File: config.mk
export PLATFORM = sky130hd
export DESIGN_NAME = keypad_scan_4x4
export DESIGN_NICKNAME = d
export VERILOG_FILES = /design/src/rtl/keypad_pkg.sv /design/src/rtl/keypad_row_scanner.sv /design/src/rtl/keypad_scan_4x4.sv
export SDC_FILE = /design/constraint.sdc
export NUM_CORES = 1
export LEC_CHECK = 0
export ABC_AREA = 1
export BUFFER_PORTS_ARGS = -buffer_cell sky130_fd_sc_hd__buf_2
export CORE_UTILIZATION = 55
export DETAILED_ROUTE_END_ITERATION = 16
export PLACE_DENSITY = 0.73
export SYNTH_ARGS = -nofsm -noshare
export SYNTH_HDL_FRONTEND = slang
export SYNTH_SLANG_ARGS = --single-unit
export TNS_END_PERCENT = 50
File: constraint.sdc
create_clock -name sys_clk -period 1.9 [get_ports sys_clk]
set_input_delay 0 -clock sys_clk [delete_from_list [all_inputs] [get_ports sys_clk]]
set_output_delay 0 -clock sys_clk [all_outputs]
set_load 0.05 [all_outputs]
File: src/rtl/keypad_pkg.sv
// Shared types, constants and helpers for the 4x4 keypad scanner.
// Row/column codes: key code = row*4 + col.
package keypad_pkg;

    typedef enum logic [1:0] {
        KP_IDLE,
        KP_DEB_PRESS,
        KP_PRESSED,
        KP_DEB_REL
    } kp_state_t;

    localparam int KP_ROWS = 4;
    localparam int KP_COLS = 4;
    localparam logic [3:0] KP_NONE_COLS = 4'b1111;

    function automatic logic [3:0] kp_encode(input logic [1:0] row, input logic [1:0] col);
        return {row, col};
    endfunction

    // Lowest-numbered low (pressed) column; 0 when none is low.
    function automatic logic [1:0] kp_first_col(input logic [3:0] cols);
        logic [1:0] idx;
        idx = '0;
        for (int c = KP_COLS - 1; c >= 0; c--) begin
            if (!cols[c]) idx = 2'(c);
        end
        return idx;
    endfunction

endpackage

File: src/rtl/keypad_row_scanner.sv
// Row rotation, per-slot column sampling and full-scan snapshot for the keypad.
// scan_done/scan_found/scan_code are valid together on the last cycle of the row-3 slot.
module keypad_row_scanner
    import keypad_pkg::*;
#(
    parameter int SCAN_DIV = 1000
) (
    input  logic       clk,
    input  logic       rst_n,
    input  logic [3:0] cols,
    output logic [3:0] row_out,
    output logic       scan_done,
    output logic       scan_found,
    output logic [3:0] scan_code
);

    localparam int SW = (SCAN_DIV > 1) ? $clog2(SCAN_DIV) : 1;

    logic [SW-1:0] slot_cnt;
    logic [1:0]    row;
    logic          found_acc;
    logic [3:0]    code_acc;
    logic          slot_end;
    logic          row_hit;
    logic [3:0]    row_code;

    assign slot_end   = (slot_cnt == SW'(SCAN_DIV - 1));
    assign row_hit    = (cols != KP_NONE_COLS);
    assign row_code   = kp_encode(row, kp_first_col(cols));
    assign scan_done  = slot_end && (row == 2'(KP_ROWS - 1));
    // The earliest row wins, so the live row only matters if nothing was found yet.
    assign scan_found = found_acc || row_hit;
    assign scan_code  = found_acc ? code_acc : row_code;

    always_ff @(posedge clk or negedge rst_n) begin
        if (!rst_n) begin
            slot_cnt  <= '0;
            row       <= '0;
            row_out   <= 4'b1110;
            found_acc <= 1'b0;
            code_acc  <= '0;
        end else if (slot_end) begin
            slot_cnt <= '0;
            row      <= row + 2'd1;
            row_out  <= {row_out[2:0], row_out[3]};
            if (scan_done) begin
                found_acc <= 1'b0;
                code_acc  <= '0;
            end else if (row_hit && !found_acc) begin
                found_acc <= 1'b1;
                code_acc  <= row_code;
            end
        end else begin
            slot_cnt <= slot_cnt + 1'b1;
        end
    end

endmodule

File: src/rtl/keypad_scan_4x4.sv
// 4x4 matrix keypad scanner: column synchroniser, debounce FSM and key strobe.
// Optional auto-repeat strobes are enabled with the KEYPAD_REPEAT_EN macro.
module keypad_scan_4x4
    import keypad_pkg::*;
#(
    parameter int SCAN_DIV  = 1000,
    parameter int DEB_SCANS = 4,
    parameter int REP_SCANS = 64
) (
    input  logic       sys_clk,
    input  logic       reset,
    input  logic [3:0] col_in,
    output logic [3:0] row_out,
    output logic [3:0] key_code,
    output logic       key_valid,
    output logic       key_held
);

    localparam int DW = $clog2(DEB_SCANS + 1);

    if (SCAN_DIV < 4 || DEB_SCANS < 2 || REP_SCANS < 1) begin : g_param_check
        $error("keypad_scan_4x4: parameter out of range");
    end

    logic [3:0]    sync1;
    logic [3:0]    sync2;
    logic          scan_done;
    logic          scan_found;
    logic [3:0]    scan_code;
    kp_state_t     state;
    logic [DW-1:0] cnt;
    logic [DW-1:0] cnt_inc;
    logic [3:0]    cand;

    always_ff @(posedge sys_clk or negedge reset) begin
        if (!reset) begin
            sync1 <= KP_NONE_COLS;
            sync2 <= KP_NONE_COLS;
        end else begin
            sync1 <= col_in;
            sync2 <= sync1;
        end
    end

    keypad_row_scanner #(
        .SCAN_DIV(SCAN_DIV)
    ) u_scanner (
        .clk       (sys_clk),
        .rst_n     (reset),
        .cols      (sync2),
        .row_out   (row_out),
        .scan_done (scan_done),
        .scan_found(scan_found),
        .scan_code (scan_code)
    );

    assign cnt_inc = cnt + 1'b1;

`ifdef KEYPAD_REPEAT_EN
    localparam int RW = $clog2(REP_SCANS + 1);
    logic [RW-1:0] rep_cnt;
    logic [RW-1:0] rep_inc;
    assign rep_inc = rep_cnt + 1'b1;
`endif

    always_ff @(posedge sys_clk or negedge reset) begin
        if (!reset) begin
            state     <= KP_IDLE;
            cnt       <= '0;
            cand      <= '0;
            key_code  <= '0;
            key_valid <= 1'b0;
            key_held  <= 1'b0;
`ifdef KEYPAD_REPEAT_EN
            rep_cnt   <= '0;
`endif
        end else begin
            key_valid <= 1'b0;
            if (scan_done) begin
                case (state)
                    KP_IDLE: begin
                        if (scan_found) begin
                            state <= KP_DEB_PRESS;
                            cand  <= scan_code;
                            cnt   <= DW'(1);
                        end
                    end
                    KP_DEB_PRESS: begin
                        if (!scan_found) begin
                            state <= KP_IDLE;
                        end else if (scan_code != cand) begin
                            cand <= scan_code;
                            cnt  <= DW'(1);
                        end else if (cnt_inc == DW'(DEB_SCANS)) begin
                            state     <= KP_PRESSED;
                            key_code  <= cand;
                            key_valid <= 1'b1;
                            key_held  <= 1'b1;
                        end else begin
                            cnt <= cnt_inc;
                        end
                    end
                    KP_PRESSED: begin
                        // A different key while held is ignored until a full release.
                        if (!scan_found) begin
                            state <= KP_DEB_REL;
                            cnt   <= DW'(1);
                        end
                    end
                    KP_DEB_REL: begin
                        if (scan_found) begin
                            state <= KP_PRESSED;
                        end else if (cnt_inc == DW'(DEB_SCANS)) begin
                            state    <= KP_IDLE;
                            key_held <= 1'b0;
                        end else begin
                            cnt <= cnt_inc;
                        end
                    end
                    default: state <= KP_IDLE;
                endcase
`ifdef KEYPAD_REPEAT_EN
                // Held in IDLE/DEB_PRESS at zero, so entry into PRESSED starts a fresh count.
                if (state == KP_PRESSED || state == KP_DEB_REL) begin
                    if (rep_inc == RW'(REP_SCANS)) begin
                        rep_cnt   <= '0;
                        key_valid <= 1'b1;
                    end else begin
                        rep_cnt <= rep_inc;
                    end
                end else begin
                    rep_cnt <= '0;
                end
`endif
            end
        end
    end

endmodule

==> impl_metrics.ini, run 1 <==
[sta]
finalCriticalPeriod_ns = 1.75
layout_worst_path_cycle_share_pct = 92.1
worst_clock_skew_ns = 0.0150
drv_slew = 0
final-setup-viol-count = 0
hold_viol_final = 0
timing.max_slew.rel_slack_pct = 70.1
worst-slew-pin-transition_ns = 0.449
clock.fmax_ghz = 0.572
aggregate_negative_setup_slack_ns = 0

[clock_network]
clk_latency_ns = 0.29
cts_buffer_depth = 2
worst_setup_hold_path_clk_slew_ns = 0.09
cts-root-buf = sky130_fd_sc_hd__clkbuf_8
htree_levels = 2
clkSinkCount = 44
cts_buffers = 5
cts_tree = built

[setup_path]
criticalPathCategory = reg2reg
worstSetupEndpointType = register
crit_end = cand[0]$_DFFE_PN0P_
rr_worst_depth = 12
worst-path-max-fanout = 5
worst_ep_arrival_time_ns = 1.93
critical_path_required_ns = 2.08
startpoint_type = register
timing.rr.start = u_scanner.slot_cnt[1]$_DFF_PN0_
critical_path.startpoint = u_scanner.slot_cnt[1]$_DFF_PN0_
crit-reg2reg-capture = cand[0]$_DFFE_PN0P_
r2r_setup_slack_ns = 0.15

[final_layout]
final_cells = 340
diodes = 0
layout_cell_share_with_drive_strength_beyond_1_pct = 22.6
area_delta_synth_final_pct = 17.9
design.final.nets = 302

[worst_hold_path]
hold_class = in2async

[global_route]
global_route.overflow_total = 0
grt_first_pass_wirelength_microns = 6980
grt_max_degree = 21
grt.total_usage_pct = 22.1
number_of_antenna_violations_at_the_first_check_in_global_routing = 0
first_global_vias = 1651

[routing]
drc = 0
route.final.wire_length_microns = 3950
firstDrtPassIters = 5
drtIter0Drc = 65
vias_per_cell = 5.00
drtAntennaViolNets = 0
route.vias.total = 1701
route.detailed.wl_per_inst_microns = 11.6

[die]
num_rows = 22
coreArea_sq_mm = 0.00369
start_util_pct = 57.7
die_y_microns = 64.2
top_level_i_o_count = 16
die_x_microns = 64.2
die-area_sq_mm = 0.00412

[power_and_ir_drop]
p_leak_nw = 1.35
ir_worst_vdd_mv = 0.554
powerDensity_mw_per_mm2 = 681

[synthesis]
yosysWarningCount = 0
library_cell_occupying_the_most_area_in_the_post_synthesis_netlist = sky130_fd_sc_hd__dfrtp_1
yosysUniqueCellTypes = 26
syn-num-nets = 266
synthTopCellsByArea = sky130_fd_sc_hd__dfrtp_1 (39%), sky130_fd_sc_hd__dfstp_2 (14%), sky130_fd_sc_hd__nand2_1 (13%), sky130_fd_sc_hd__inv_1 (5.8%), sky130_fd_sc_hd__nand3_1 (4.9%)
syn-cell-area_sq_mm = 0.00213
ys_ff_latch = 44
post_synthesis_cell_count = 255
synth.avg_cell_area_sq_um = 8.35
synth.yosys.seq_area_share_pct = 52.4
netlist.area_leader.share_pct = 38.8

[placement]
place_inst = 323
dp_hpwl_microns = 2850
numPortBuffers = 15
place.gp.congestion = 0.863

[run]
max_capacitance_violation_total = 0

[outcome]
run_status = completed
[power by group]
group	leakage (nW)	switching (W)	internal, W
sequential	0.562	0.00000401	0.000952
combinational	0.728	0.0000371	0.0000195
clock	0.0558	0.000309	0.000389
total	1.35	0.000350	0.00136
[registers in the layout, summed over array words and instances (netlist names), named ones only]
signal / count
cand: 4
cnt: 3
key_code: 4
key_held: 1
key_valid: 1
state: 1
sync1: 4
sync2: 4
u_scanner.code_acc: 4
u_scanner.found_acc: 1
u_scanner.row: 2
u_scanner.row_out: 4
u_scanner.slot_cnt: 10
[layer usage]
layer	vias to the layer above	routed length [microns]	track usage [%]	part of all wire, %
met5	-	0	0	0
met4	0	50	7.78	1.3
met3	7	135	4.82	3.4
met2	36	1960	38.8	49
met1	789	1810	26.6	46
li1	869	-	-	-
[worst max-delay path: stages (launching register included)]
cell                      delay (ns)
sky130_fd_sc_hd__dfrtp_1        0.37
sky130_fd_sc_hd__ha_2           0.20
sky130_fd_sc_hd__nand2_2        0.07
sky130_fd_sc_hd__inv_2          0.06
sky130_fd_sc_hd__nand3_1        0.08
sky130_fd_sc_hd__nor2_2         0.16
sky130_fd_sc_hd__nand2_4        0.08
sky130_fd_sc_hd__nor2_4         0.15
sky130_fd_sc_hd__inv_2          0.08
sky130_fd_sc_hd__nor2_4         0.19
sky130_fd_sc_hd__nand2_4        0.08
sky130_fd_sc_hd__nand2_1        0.06
sky130_fd_sc_hd__nand2_1        0.05
[synthesized netlist by cell type (all sizes together)]
cell type  count
o22ai          1
xor2           4
dfrtp         33
nand4          3
o21a           1
inv           35
o21ai         12
nor3           7
xnor2          1
dfstp         11
ha             5
nand2         81
nor2          27
or2            1
buf            1
a21oi         10
clkinv         1
nand3         21
[timing repair]
action,4_1_cts,5_1_grt
gates resized for setup,0,6
hold buffers,5,0
hold endpoints to repair,22,0
buffers inserted,0,4
setup endpoints to repair,0,14
[stage by stage]
stage               setup WS (ns)  cell area [sq um]  hold WS [ns]  power (W)  utilization (%)
floorplan                   0.310               2130        -0.296   0.000991                -
global placement            0.114               2300       -0.0180    0.00102             62.4
detailed placement         0.0991               2300       -0.0237    0.00102             62.4
CTS                        0.0807               2460         0.188    0.00172             66.8
global route             -0.00362               2510         0.217    0.00177             68.1
finish                      0.151               2510         0.171    0.00171             68.1
[cell type report]
type	count	area (sq um)
tap	48	60.1
inverter	36	136
multi-input combinational	174	888
timing repair buffer	30	200
sequential	44	1110
fill	309	1180
clock inverter	3	42.5
clock buffer	5	68.8
[layout by cell type (no fill, tap or decap), drive strengths merged]
master	Yosys	final
xnor2	1	1
nor2	27	27
buf	1	25
or2	1	1
a21oi	10	10
inv	35	35
nand2	81	81
clkbuf	0	5
nand4	3	3
dlygate4sd3	0	5
o21ai	12	12
clkinv	1	3
o21a	1	1
xor2	4	4
dfstp	11	11
o22ai	1	1
nor3	7	7
nand3	21	21
ha	5	5
dfrtp	33	33
bufinv	0	1
[cells by family (layout without fill, tap and decap cells)]
kind of cell	after synthesis	in the layout	synth area share [%]
simple gates	140	140	30.1
fa+ha+maj	5	5	2.94
compound gates	24	24	5.82
xor+xnor	5	5	2.06
flops	44	44	52.4
buf+inv	37	74	6.76
[how the worst min path moves through the flow]
| stage | to | from |
|---|---|---|
| finish | key_valid$_DFF_PN0_ | reset |
| global route | key_valid$_DFF_PN0_ | reset |
| CTS | key_valid$_DFF_PN0_ | reset |
| detailed placement | key_valid$_DFF_PN0_ | reset |
| global placement | key_valid$_DFF_PN0_ | reset |
| floorplan | asynchronous set/reset pin | reset |
Power figures use the tool's default switching activity.
==> run 2: changes to the inputs <==
CORE_MARGIN = 2   (was unset)
PLACE_DENSITY = 0.74   (was 0.73)
==> run 2 against run 1 <==
Combinational power decreased by 2%. Sequential power about the same. Fmax shrank 0.27%. Wire length down 1.9%. Critical path depth did not move. Highest routed layer unchanged.
==> impl_metrics.ini, run 2 (synthesis results as in run 1) <==
[clock_network]
cts-root-buf = sky130_fd_sc_hd__clkbuf_8
cts_buffers = 5
cts_tree = built
htree_levels = 2
cts_buffer_depth = 2
clkSinkCount = 44
clk_latency_ns = 0.29
worst_setup_hold_path_clk_slew_ns = 0.08

[sta]
clock.fmax_ghz = 0.570
finalCriticalPeriod_ns = 1.75
drv_slew = 0
timing.max_slew.rel_slack_pct = 64.4
worst-slew-pin-transition_ns = 0.534
worst_clock_skew_ns = 0.00410
hold_viol_final = 0
setup_slack_ns = 0.146
final-setup-viol-count = 0
layout_worst_path_cycle_share_pct = 92.3

[global_route]
number_of_antenna_violations_at_the_first_check_in_global_routing = 0
first_global_vias = 1641
global_route.overflow_total = 0
grt_first_pass_wirelength_microns = 7000
grt_max_degree = 26
grt.total_usage_pct = 21.4

[worst_hold_path]
hold_class = in2async

[setup_path]
critical_path_required_ns = 2.09
timing.critical_path.cells = ha_1 -> nand2_2 -> inv_1 -> nand3_1 -> nor2_2 -> nand2_4 -> nor2_4 -> inv_2 -> nor3_4 -> nand2_4 -> nand2_1 -> o21ai_1
crit_path_max_incr_delay_ns = 0.38
criticalPathCategory = reg2reg
worst_path_dominant_cell_family = simple AND/OR/NAND/NOR gates
critical_path.n_buffers_inverters = 2
worst_ep_arrival_time_ns = 1.94
startpoint_type = register
crit_slowest_cell = sky130_fd_sc_hd__dfrtp_1
worst-path-max-fanout = 9
worst_path_most_repeated_cell = sky130_fd_sc_hd__nand2_4
worstSetupEndpointType = register

[final_layout]
area_delta_synth_final_pct = 16.5
layout_common_cells = sky130_fd_sc_hd__nand2_1 (72), sky130_fd_sc_hd__inv_1 (33), sky130_fd_sc_hd__dfrtp_1 (33)
layout_cell_share_with_drive_strength_beyond_1_pct = 20.8
final_core_utilization_pct = 67.2
largest_reg_flops = 10
regMostFlops = u_scanner.slot_cnt
design.final.nets = 299
most_common_cell_after_layout_fill_and_taps_aside = sky130_fd_sc_hd__nand2_1
diodes = 0

[die]
die_y_microns = 66.2
top_level_i_o_count = 16
die_x_microns = 66.2
num_rows = 22
start_util_pct = 57.7
die-area_sq_mm = 0.00439
coreArea_sq_mm = 0.00369

[power_and_ir_drop]
p_leak_nw = 1.34
powerDensity_mw_per_mm2 = 687
seqPwrFrac_pct = 56.1
ir_worst_vdd_mv = 0.613
pwr-share-comb_pct = 3.3
internal_power_w = 0.00136
p_sw_share_pct = 20.1
clock_power_share_pct = 40.6
power_dissipated_by_switching_net_loads_w = 0.000342

[routing]
drtAntennaViolNets = 0
drtIter0Drc = 63
route.detailed.wl_per_inst_microns = 11.5
firstDrtPassIters = 4
route.vias.total = 1667
drc = 0
vias_per_cell = 4.95
route.final.wire_length_microns = 3880

[outcome]
run_status = completed

[placement]
dp_hpwl_microns = 2930
detailedPlace.worstSlack_ns = 0.151
numPortBuffers = 15
place.gp.congestion = 0.901

[run]
max_capacitance_violation_total = 0
[run 2: changes by cell type in the layout (fill, tap and decap cells not counted), sizes merged]
cell	delta
buf	-3
clkbuf	+1
clkinv	-1
[run 2: repair_timing]
action | in CTS | in global routing
hold endpoints to repair | 24 | 0
hold buffers | 5 | 0
gates resized for setup | 0 | 3
buffers inserted | 0 | 1
setup endpoints to repair | 0 | 7
[run 2: routing by layer]
layer | vias to the layer above | GRT usage, % | wire [microns]
met5 | - | 0 | 0
met4 | 0 | 7.14 | 65
met3 | 7 | 6.47 | 153
met2 | 26 | 36.0 | 1910
met1 | 772 | 26.0 | 1750
li1 | 862 | - | -
[run 2: worst reg2reg max path, stage by stage (launching register included)]
cell                      delay (ns)
sky130_fd_sc_hd__dfrtp_1        0.38
sky130_fd_sc_hd__ha_1           0.20
sky130_fd_sc_hd__nand2_2        0.08
sky130_fd_sc_hd__inv_1          0.08
sky130_fd_sc_hd__nand3_1        0.08
sky130_fd_sc_hd__nor2_2         0.14
sky130_fd_sc_hd__nand2_4        0.11
sky130_fd_sc_hd__nor2_4         0.14
sky130_fd_sc_hd__inv_2          0.08
sky130_fd_sc_hd__nor3_4         0.15
sky130_fd_sc_hd__nand2_4        0.11
sky130_fd_sc_hd__nand2_1        0.07
sky130_fd_sc_hd__o21ai_1        0.06
[run 2: area by class of cell]
| cell class | instances | area, sq um |
|---|---|---|
| inverter | 36 | 136 |
| multi-input combinational | 174 | 883 |
| tap | 48 | 60.1 |
| clock inverter | 2 | 35.0 |
| clock buffer | 6 | 72.6 |
| sequential | 44 | 1110 |
| fill | 311 | 1210 |
| timing repair buffer | 27 | 178 |
[run 2: power by group through the flow]
stage / registers, W / logic [W] / clock network, W
2_1_floorplan: 0.000972 / 0.0000186 / 0
3_3_place_gp: 0.000972 / 0.0000473 / 0
3_5_place_dp: 0.000973 / 0.0000483 / 0
4_1_cts: 0.000956 / 0.0000559 / 0.000708
5_1_grt: 0.000956 / 0.0000659 / 0.000756
6_report: 0.000955 / 0.0000554 / 0.000692
[run 2: final timing paths]
| kind | from | to | slack (ns) | cells after the start |
|---|---|---|---|---|
| max | u_scanner.slot_cnt[1]$_DFF_PN0_ | key_code[3]$_DFFE_PN0P_ | 0.15 | 12 |
| min | reset | key_valid$_DFF_PN0_ | 0.21 | 2 |
| max reg2reg | u_scanner.slot_cnt[1]$_DFF_PN0_ | key_code[3]$_DFFE_PN0P_ | 0.15 | 12 |
| min reg2reg | sync1[1]$_DFF_PN1_ | sync2[1]$_DFF_PN1_ | 0.36 | 0 |
| max in group asynchronous | reset | sync2[1]$_DFF_PN1_ | 1.06 | 3 |
| min in group sys_clk | col_in[1] | sync1[1]$_DFF_PN1_ | 0.34 | 2 |
[run 2: stage by stage]
stage / instance area, sq um / setup TNS [ns] / hold WS [ns] / std cells / power (W)
CTS: 2460 / 0 / 0.231 / 336 / 0.00172
floorplan: 2130 / 0 / -0.296 / 255 / 0.000991
finish: 2480 / 0 / 0.209 / 337 / 0.00170
global route: 2480 / -0.0133 / 0.274 / 337 / 0.00178
detailed placement: 2300 / 0 / 0.0146 / 323 / 0.00102
global placement: 2300 / 0 / 0.0128 / 323 / 0.00102
==> run 3: changes to the inputs <==
ABC_AREA = unset   (was 1)
==> run 3 against run 2 <==
The flow now finishes with violations (setup timing). Clock power is 27% lower. Wire length is 7.2% higher. Fmax is 8.8% lower. Combinational power is 19% higher. Non-clock buffer count is 28 higher. Critical path depth is 6 lower.
==> impl_metrics.ini, run 3 <==
[outcome]
failed_checks = setup timing
run_status = finished, violations left

[power_and_ir_drop]
p_leak_nw = 1.27
pwr-share-comb_pct = 4.3
ir_worst_vdd_mv = 0.383
clock_power_share_pct = 33.1
powerDensity_mw_per_mm2 = 590
power_dissipated_by_switching_net_loads_w = 0.000330
finalPower_w = 0.00153
seqPwrFrac_pct = 62.6
p_sw_share_pct = 21.6
internal_power_w = 0.00120

[clock_network]
cts_buffers = 5
cts_tree = built
clkSinkCount = 44
cts_buffer_depth = 2
htree_levels = 2
cts-root-buf = sky130_fd_sc_hd__clkbuf_4
clk_latency_ns = 0.37
worst_setup_hold_path_clk_slew_ns = 0.13

[setup_path]
critical_path_required_ns = 2.17
crit-reg2reg-capture = cnt[0]$_DFFE_PN0P_
rr_worst_depth = 6
startpoint_type = register
worstSetupEndpointType = register
worst_ep_arrival_time_ns = 2.19
timing.critical_path.cells = ha_2 -> and4bb_2 -> nand4_4 -> or3b_4 -> o31a_1 -> o31a_1
criticalPathCategory = reg2reg
critical_path.startpoint = u_scanner.slot_cnt[1]$_DFF_PN0_
r2r_setup_slack_ns = -0.02
crit_slowest_cell = sky130_fd_sc_hd__or3b_4
worst_path_most_repeated_cell = sky130_fd_sc_hd__o31a_1
crit_path_max_incr_delay_ns = 0.41
worst-path-max-fanout = 4
timing.rr.start = u_scanner.slot_cnt[1]$_DFF_PN0_
crit_end = cnt[0]$_DFFE_PN0P_

[worst_hold_path]
hold_class = in2reg

[routing]
met2RoutedLength_microns = 2170
firstDrtPassIters = 4
route.final.wire_length_microns = 4150
vias_per_cell = 5.49
detail_route.wirelength.met1_microns = 1730
drtAntennaViolNets = 0
detailroute.wirelength.met3_microns = 164
highest_layer = met4
route.vias.total = 1580
drtIter0Drc = 53
drc = 0
route.detailed.wl_per_inst_microns = 14.4

[die]
die_x_microns = 64.2
coreArea_sq_mm = 0.00342
die-area_sq_mm = 0.00412
start_util_pct = 58.3
top_level_i_o_count = 16
num_rows = 21
die_y_microns = 64.2

[synthesis]
synth-edff-count = 0
post_synthesis_cell_count = 183
syn-cell-area_sq_mm = 0.00199
cell_with_the_most_instances_after_synthesis = sky130_fd_sc_hd__nand2_1
library_cell_occupying_the_most_area_in_the_post_synthesis_netlist = sky130_fd_sc_hd__dfrtp_1
yosys-top-cells-count = sky130_fd_sc_hd__nand2_1 (36), sky130_fd_sc_hd__dfrtp_1 (33), sky130_fd_sc_hd__dfstp_2 (11)
synth.yosys.seq_area_share_pct = 56.0
async_reset_ff_share_pct = 100
yosysWarningCount = 0
synthTopCellsByArea = sky130_fd_sc_hd__dfrtp_1 (41%), sky130_fd_sc_hd__dfstp_2 (15%), sky130_fd_sc_hd__nand2_1 (6.8%), sky130_fd_sc_hd__mux2_2 (3.4%), sky130_fd_sc_hd__ha_1 (3.1%)
ys.flop_type = sky130_fd_sc_hd__dfrtp_1
ys_ff_latch = 44
synth.avg_cell_area_sq_um = 10.9
netlist.area_leader.share_pct = 41.5
yosysUniqueCellTypes = 36
syn-num-nets = 194

[sta]
grt_setup_unrepaired = true
layout_worst_path_cycle_share_pct = 101
finalCriticalPeriod_ns = 1.92
final-setup-viol-count = 1
worst-slew-pin-transition_ns = 0.929
hold_viol_final = 0
worst_clock_skew_ns = 0.0148
drv_slew = 0
aggregate_negative_setup_slack_ns = -0.0241
clock.fmax_ghz = 0.520
timing.max_slew.rel_slack_pct = 38.0
setup_slack_ns = -0.0241

[global_route]
first_global_vias = 1630
grt_first_pass_wirelength_microns = 6910
number_of_antenna_violations_at_the_first_check_in_global_routing = 0
grt.total_usage_pct = 22.0
global_route.overflow_total = 0
grt_max_degree = 45

[placement]
placed_area_sq_mm = 0.00235
place.gp.congestion = 0.720
numPortBuffers = 15
dp_hpwl_microns = 2880

[final_layout]
area_delta_synth_final_pct = 30.2
design.final.nets = 252
stdcell_area_sq_mm = 0.00259
largest_reg_flops = 10
layout_common_cells = sky130_fd_sc_hd__nand2_1 (35), sky130_fd_sc_hd__buf_4 (35), sky130_fd_sc_hd__dfrtp_1 (32)
layout_cell_share_with_drive_strength_beyond_1_pct = 39.3
regMostFlops = u_scanner.slot_cnt
diodes = 0
final_core_utilization_pct = 75.9

[run]
max_capacitance_violation_total = 0
-- run 3: critical path: cells and delay by family, from the launching register on --
family | cells | cell delay (ns)
compound gates | 2 | 0.49
fa+ha+maj | 1 | 0.19
flops | 1 | 0.37
simple gates | 3 | 0.79
-- run 3: cells by family (layout without fill, tap and decap cells) --
logic type | after synthesis | count (layout) | synth area share [%]
muxes | 12 | 12 | 6.41
and+or+nand+nor | 69 | 69 | 17.2
adders and majority gates | 5 | 5 | 3.14
xor gates and xnor gates | 11 | 11 | 4.84
buffers and inverters | 14 | 73 | 2.76
DFF | 44 | 44 | 56.0
AOI/OAI and AO/OA | 28 | 28 | 9.67
-- run 3: stage by stage --
step | worst slack (ns) | cells | hold slack [ns]
CTS | -0.0169 | 287 | 0.259
finish | -0.0241 | 288 | 0.277
detailed placement | -0.102 | 270 | 0.106
global route | -0.0933 | 288 | 0.262
global placement | -0.0366 | 270 | 0.107
floorplan | -0.0839 | 183 | -0.296
-- run 3: layout make-up --
cell class                 count  area, sq um
clock buffer                   8         68.8
fill                         224          823
tap                           46         57.6
sequential                    44         1120
inverter                      10         37.5
multi-input combinational    125          925
timing repair buffer          55          388
-- run 3: worst min-delay path by stage --
stage	slack, ns	from	cells past startpoint	to
after floorplan	-0.30	reset	0	asynchronous set/reset pin
after global placement	0.11	col_in[0]	1	sync1[0]$_DFF_PN1_
after detailed placement	0.11	col_in[3]	1	sync1[3]$_DFF_PN1_
after CTS	0.26	col_in[3]	2	sync1[3]$_DFF_PN1_
after global routing	0.26	col_in[1]	2	sync1[1]$_DFF_PN1_
final	0.28	col_in[1]	2	sync1[1]$_DFF_PN1_
-- run 3: layer usage --
layer | GRT usage [%] | vias to the layer above
met5 | 0 | -
met4 | 11.7 | 0
met3 | 5.28 | 10
met2 | 38.0 | 39
met1 | 25.1 | 785
li1 | - | 746
-- run 3: power groups by stage --
stage          Clock [W]  Combinational [W]  Sequential, W
6_report        0.000506          0.0000659       0.000956
3_5_place_dp           0          0.0000543       0.000973
5_1_grt         0.000559          0.0000742       0.000958
3_3_place_gp           0          0.0000528       0.000973
2_1_floorplan          0          0.0000148       0.000973
4_1_cts         0.000519          0.0000637       0.000956
-- run 3: what timing repair did --
action | 4_1_cts | 5_1_grt
setup endpoints to repair | 9 | 15
gates resized for setup | 7 | 12
hold buffers | 5 | 0
endpoints found under the hold margin | 37 | 0
pin swaps | 2 | 2
setup buffers | 4 | 1
